[src/rtl/ccc_clken_supervisor.sv]
// ccc_clken_supervisor: PLL power-up/lock supervisor with per-channel divided clock enables.
// The PLL is held in power-down, then the supervisor waits for lock and a lock-stable window.
// Divided enables and staggered channel resets run only while the supervisor is in RUN.
// Optional feature macro CCC_LOCK_RETRY_EN adds a WAIT_LOCK timeout and a retry counter.
// The timeout restarts the power-down sequence; without the macro WAIT_LOCK waits forever.
module ccc_clken_supervisor #(
   parameter int unsigned NUM_CH     = 4,
   parameter int unsigned DIV_W      = 7,
   parameter int unsigned PWRDN_CYC  = 64,
   parameter int unsigned STABLE_CYC = 1024,
   parameter int unsigned LOCK_TMO   = 65535
) (
   input  logic                    CLK,
   input  logic                    RESET_N,
   input  logic                    PLL_LOCK,
   output logic                    PLL_POWERDOWN_N,
   input  logic [NUM_CH*DIV_W-1:0] DIV_VAL,
   input  logic [NUM_CH-1:0]       OUT_EN,
   output logic [NUM_CH-1:0]       CLK_EN,
   output logic [NUM_CH-1:0]       CH_RST_N,
   output logic                    READY,
   output logic                    LOCK_LOST,
   input  logic                    CLR_STICKY,
   output logic [3:0]              RETRY_CNT
);

   localparam int unsigned SEQ_MAX = (PWRDN_CYC > STABLE_CYC) ? PWRDN_CYC : STABLE_CYC;
   localparam int unsigned SEQ_W   = $clog2(SEQ_MAX + 1);

   typedef enum logic [1:0] {ST_PWRDN, ST_WAIT_LOCK, ST_STABLE, ST_RUN} state_t;

   state_t            state_q, state_d;
   logic [1:0]        sync_q, sync_d;
   logic [SEQ_W-1:0]  seq_q, seq_d;
   logic              pwrdn_n_q, pwrdn_n_d;
   logic              ready_q, ready_d;
   logic              lost_q, lost_d;
   logic [NUM_CH-1:0] rst_sr_q, rst_sr_d;
   logic [NUM_CH-1:0] clk_en_q, clk_en_d;
   logic [DIV_W-1:0]  cnt_q [NUM_CH];
   logic [DIV_W-1:0]  cnt_d [NUM_CH];
   logic [DIV_W-1:0]  per_q [NUM_CH];
   logic [DIV_W-1:0]  per_d [NUM_CH];
   logic [DIV_W-1:0]  d_now [NUM_CH];
   logic              lock_s;
   logic              lost_set;
   logic              stay_run;

`ifdef CCC_LOCK_RETRY_EN
   localparam int unsigned TMO_W = $clog2(LOCK_TMO + 1);
   logic [TMO_W-1:0] tmo_q, tmo_d;
   logic [3:0]       retry_q, retry_d;
   logic             retry_inc;
`endif

   assign lock_s = sync_q[1];

   // Supervisor FSM: power-down, lock wait, stability window, run; plus sticky flags
   always_comb begin
      state_d  = state_q;
      seq_d    = '0;
      lost_set = 1'b0;
      sync_d   = {sync_q[0], PLL_LOCK};
`ifdef CCC_LOCK_RETRY_EN
      retry_inc = 1'b0;
`endif
      unique case (state_q)
         ST_PWRDN: begin
            if (seq_q == SEQ_W'(PWRDN_CYC - 1)) state_d = ST_WAIT_LOCK;
            else                                seq_d   = seq_q + SEQ_W'(1);
         end
         ST_WAIT_LOCK: begin
            if (lock_s) state_d = ST_STABLE;
`ifdef CCC_LOCK_RETRY_EN
            else if (tmo_q == TMO_W'(LOCK_TMO - 1)) begin
               state_d   = ST_PWRDN;
               retry_inc = 1'b1;
            end
`endif
         end
         ST_STABLE: begin
            if (!lock_s)                              state_d = ST_WAIT_LOCK;
            else if (seq_q == SEQ_W'(STABLE_CYC - 1)) state_d = ST_RUN;
            else                                      seq_d   = seq_q + SEQ_W'(1);
         end
         ST_RUN: begin
            if (!lock_s) begin
               state_d  = ST_PWRDN;
               lost_set = 1'b1;
            end
         end
         default: state_d = ST_PWRDN;
      endcase

      pwrdn_n_d = (state_d != ST_PWRDN);
      ready_d   = (state_d == ST_RUN);
      // a set event in the same cycle as a clear takes priority
      lost_d    = lost_set ? 1'b1 : (CLR_STICKY ? 1'b0 : lost_q);
`ifdef CCC_LOCK_RETRY_EN
      tmo_d   = ((state_q == ST_WAIT_LOCK) && (state_d == ST_WAIT_LOCK)) ? tmo_q + TMO_W'(1) : '0;
      retry_d = retry_inc ? ((retry_q == 4'd15) ? 4'd15 : retry_q + 4'd1)
                          : (CLR_STICKY ? 4'd0 : retry_q);
`endif
   end

   // Channel dividers: common start on RUN entry, divisor latched at each period start
   always_comb begin
      stay_run = (state_q == ST_RUN) && (state_d == ST_RUN);
      rst_sr_d = stay_run ? ((rst_sr_q << 1) | NUM_CH'(1)) : '0;
      clk_en_d = '0;
      for (int i = 0; i < NUM_CH; i++) begin
         if (cnt_q[i] == '0)
            d_now[i] = (DIV_VAL[i*DIV_W +: DIV_W] == '0) ? DIV_W'(1) : DIV_VAL[i*DIV_W +: DIV_W];
         else
            d_now[i] = per_q[i];
         per_d[i] = d_now[i];
         cnt_d[i] = '0;
         if (stay_run && OUT_EN[i]) begin
            if (cnt_q[i] == d_now[i] - DIV_W'(1)) begin
               clk_en_d[i] = rst_sr_d[i];
            end else begin
               cnt_d[i] = cnt_q[i] + DIV_W'(1);
            end
         end
      end
   end

   // State and output registers
   always_ff @(posedge CLK or negedge RESET_N) begin
      if (!RESET_N) begin
         state_q   <= ST_PWRDN;
         sync_q    <= '0;
         seq_q     <= '0;
         pwrdn_n_q <= 1'b0;
         ready_q   <= 1'b0;
         lost_q    <= 1'b0;
         rst_sr_q  <= '0;
         clk_en_q  <= '0;
         for (int i = 0; i < NUM_CH; i++) begin
            cnt_q[i] <= '0;
            per_q[i] <= '0;
         end
`ifdef CCC_LOCK_RETRY_EN
         tmo_q   <= '0;
         retry_q <= '0;
`endif
      end else begin
         state_q   <= state_d;
         sync_q    <= sync_d;
         seq_q     <= seq_d;
         pwrdn_n_q <= pwrdn_n_d;
         ready_q   <= ready_d;
         lost_q    <= lost_d;
         rst_sr_q  <= rst_sr_d;
         clk_en_q  <= clk_en_d;
         for (int i = 0; i < NUM_CH; i++) begin
            cnt_q[i] <= cnt_d[i];
            per_q[i] <= per_d[i];
         end
`ifdef CCC_LOCK_RETRY_EN
         tmo_q   <= tmo_d;
         retry_q <= retry_d;
`endif
      end
   end

   assign PLL_POWERDOWN_N = pwrdn_n_q;
   assign READY           = ready_q;
   assign LOCK_LOST       = lost_q;
   assign CH_RST_N        = rst_sr_q;
   assign CLK_EN          = clk_en_q;
`ifdef CCC_LOCK_RETRY_EN
   assign RETRY_CNT = retry_q;
`else
   // retry feature absent: no timeout, count held at zero
   assign RETRY_CNT = 4'd0;
`endif

endmodule

[config.mk]
export PLATFORM = sky130hd
export DESIGN_NAME = ccc_clken_supervisor
export DESIGN_NICKNAME = d
export VERILOG_FILES = /design/src/rtl/ccc_clken_supervisor.sv
export SDC_FILE = /design/constraint.sdc
export NUM_CORES = 1
export LEC_CHECK = 0
export CORE_ASPECT_RATIO = 0.8
export CORE_MARGIN = 5
export CORE_UTILIZATION = 57
export DETAILED_ROUTE_END_ITERATION = 8
export GPL_TIMING_DRIVEN = 0
export PLACE_DENSITY_LB_ADDON = 0.2
export SLEW_MARGIN = 25
export SYNTH_ARGS = -nofsm -noshare
export SYNTH_HDL_FRONTEND = slang
export SYNTH_SLANG_ARGS = --single-unit
[constraint.sdc]
create_clock -name CLK -period 4.2 [get_ports CLK]
set_input_delay 0.84 -clock CLK [delete_from_list [all_inputs] [get_ports CLK]]
set_output_delay 0.84 -clock CLK [all_outputs]
set_load 0.02 [all_outputs]
==> metrics.csv <==
metric,value,unit
outcome,"complete, no violations",
Clock Tree Buf Depth,2,
CTS Sinks,82,
"EDFF count, synth",0,
Slew headroom,59.41,%
Tcrit/Tclk final,91.47,%
Power Density,254.7,nW/um^2
final instance area,5899,um^2
crit path max fanout,10,
gr ovfl total,0,
Compound-Gate Fraction of Synth Area,14.07,%
most frequent cells in the layout,"82 x dfrtp_1, 49 x nand2_1, 45 x clkdlybuf4s50_1",
Synth top area share,40.61,%
Post-Synth Adder-Cell Area,3.219,%
min-delay worst type,reg2reg,
VDD IR max,0.0002456,V
Post-CTS Hold Fix Bufs,0,
wire per inst,15.60,um
first drt pass iteration count,5,
"Clk Latency, worst-skew pair",0.36,ns
"Avg Cell Area, Syn",9.374,um^2
TritonCTS Buffers,9,
largest family of logic cells by synthesized area,simple AND/OR/NAND/NOR gates,
CTS tree,built,
final core occ,68.93,%
mux share of post-synthesis cell area,3.368,%
largest net degree at the start of global routing,53,
Critical Path End Type,register,
ant diodes,0,
DRC viols,0,
"Cell Area, Placed",5695,um^2
share of cells above drive strength 1,9.091,%
Worst setup SP type,register,
post-synthesis sequential area ratio,40.61,%
Initial Util,59.04,%
Synth warnings,0,
I/O pins,51,
RSZ-0062 raised after global routing,no,
Area Overhead vs Synth,16.77,%
fin. max-slew vios,0,
"commonest non-fill, non-tap cell in the layout",dfrtp_1,
fill cell count,690,
number of global-route vias before repair,4022,
Worst EP arrival,4.15,ns
leakage power,0.002551,uW
post-route antenna net violation count,0,
Final min period,3.842,ns
routed vias,4181,
Final Skew,0.01273,ns
Final Setup Violations,0,
Hold Worst Slack,0.3533,ns
Final Wtd Congestion,0.8877,
initial antenna violation count,0,
"Hold Violations, Final",0,
Synth Instances,539,
dpl hpwl,8376,um
"Async S/R FF share, synth",100.0,%
Synth area leaders,"dfrtp_1 41%, xnor2_1 6.6%, nand2_1 3.6%",
DP Worst Slack,-0.0009344,ns
final-stage net count,649,
Setup CP Type,reg2reg,
"CTS clk-pin slew, worst paths",0.09,ns
most area-hungry cell type in the Yosys netlist,dfrtp_1,
Max Freq,0.2603,GHz
first-pass GRT wire length,19060,um
Die X-Extent,115.3,um
post-route insts no fill,717,
DRT Wirelength,11190,um
die area,10860,um^2
worst slew pin tran,0.6076,ns
core area,8558,um^2
number of synthesized register bits,82,
Synth Area in XOR/XNOR,10.23,%
WP data required,4.50,ns
FP Rows,30,
Max Cap Violations,0,
drt initial violations,259,
"Worst Setup Slack, final",0.3581,ns
H-tree Lvls,3,
post-synthesis cell type count,67,
post-synth design cell area,5052,um^2
die height,94.21,um
Cells after DPL,701,
register area,2052,um^2
clock root cell,clkbuf_8,
Synth Flop Type,dfrtp_1,
Post-Synth Simple-Gate Area,24.10,%
Total GRT Usage,21.73,%
multi-input logic area,2828,um^2
Vias/cell,5.831,
# port buffers,46,
[final timing paths]
check                                from        end  slack [ns]  cells past startpoint
worst max-delay path            cnt_q[14]  CLK_EN[1]        0.36                     13
worst min-delay path            sync_q[0]  sync_q[1]        0.35                      0
worst max register to register  cnt_q[14]  CLK_EN[1]        0.36                     13
worst min register to register  sync_q[0]  sync_q[1]        0.35                      0
max in group asynchronous         RESET_N   seq_q[0]        3.19                      2
min in group asynchronous         RESET_N   per_q[9]        0.42                      1
[power by group]
part	total, uW	internal [uW]	switching [uW]
clock network	516	217	299
registers	818	804	14.5
logic	169	79.3	89.2
[final cells by class]
cell class / count / share of cell area (%)
buffer: 17 / 1.612
clock buffer: 9 / 2.100
clock inverter: 7 / 0.8696
inverter: 33 / 2.100
multi-input combinational: 410 / 47.93
sequential: 82 / 34.78
tap: 112 / 2.375
timing repair buffer: 47 / 8.229
[per-stage QoR]
stage | TNS (ns) | power, uW
finish | 0 | 1503
global route | 0 | 1574
CTS | 0 | 1518
detailed placement | -0.0009344 | 996.9
global placement | -53.78 | 989.3
floorplan | 0 | 915.8
[cells in the mapped netlist, types with 3 or more instances]
| master | n |
|---|---|
| a211oi_1 | 17 |
| a21boi_0 | 3 |
| a21o_1 | 4 |
| a21oi_1 | 8 |
| a31oi_1 | 8 |
| and2_1 | 6 |
| and3_1 | 13 |
| and3_2 | 4 |
| buf_2 | 4 |
| buf_4 | 5 |
| clkbuf_1 | 7 |
| dfrtp_1 | 82 |
| ha_1 | 13 |
| inv_1 | 33 |
| mux2_2 | 4 |
| mux2i_1 | 11 |
| nand2_1 | 49 |
| nand2b_1 | 6 |
| nand3_1 | 27 |
| nand3b_1 | 3 |
| nor2_1 | 34 |
| nor2b_1 | 5 |
| nor3_1 | 26 |
| nor3b_1 | 11 |
| nor4_1 | 4 |
| nor4b_1 | 3 |
| o211ai_1 | 13 |
| o21ai_0 | 21 |
| o221ai_1 | 3 |
| or3_1 | 7 |
| or4_1 | 5 |
| xnor2_1 | 38 |
| xor2_1 | 21 |
[cells by family (layout without fill, tap and decap cells)]
kind of cell | Yosys count | count (layout)
compound gates | 98 | 98
xor+xnor | 59 | 59
fa+ha+maj | 13 | 13
buf+inv | 50 | 113
flops | 82 | 82
mux | 16 | 16
other cells | 1 | 4
simple gates | 220 | 220
[flip-flops by register name, indices dropped and copies added (netlist names)]
signal and count:
cnt_q 28, CH_RST_N 4, READY 1, LOCK_LOST 1
CLK_EN 4, seq_q 11, sync_q 2, PLL_POWERDOWN_N 1
per_q 28, state_q 2
[layer usage]
layer,vias to the layer above,share of wire (%),track usage (%)
li1,2050,-,-
met1,2004,48,30.72
met2,111,46,33.43
met3,16,5.0,5.280
met4,0,1.2,5.572
met5,-,0,0
[critical path, cell delays in order (launching register included)]
cell and delay [ns]:
dfrtp_1 0.44, inv_1 0.13, ha_1 0.19, nor3b_1 0.44
nand2_1 0.20, buf_2 0.24, mux2i_1 0.25, ha_1 0.30
nor3b_1 0.42, xnor2_1 0.17, a2bb2oi_1 0.09, o221a_2 0.30
nor4_4 0.36, and4_1 0.26
[timing repair]
item,CTS,global route
setup buffers,0,0
gates resized for setup,0,4
endpoints found under the setup margin,0,11
(Power assumes the default switching activity.)
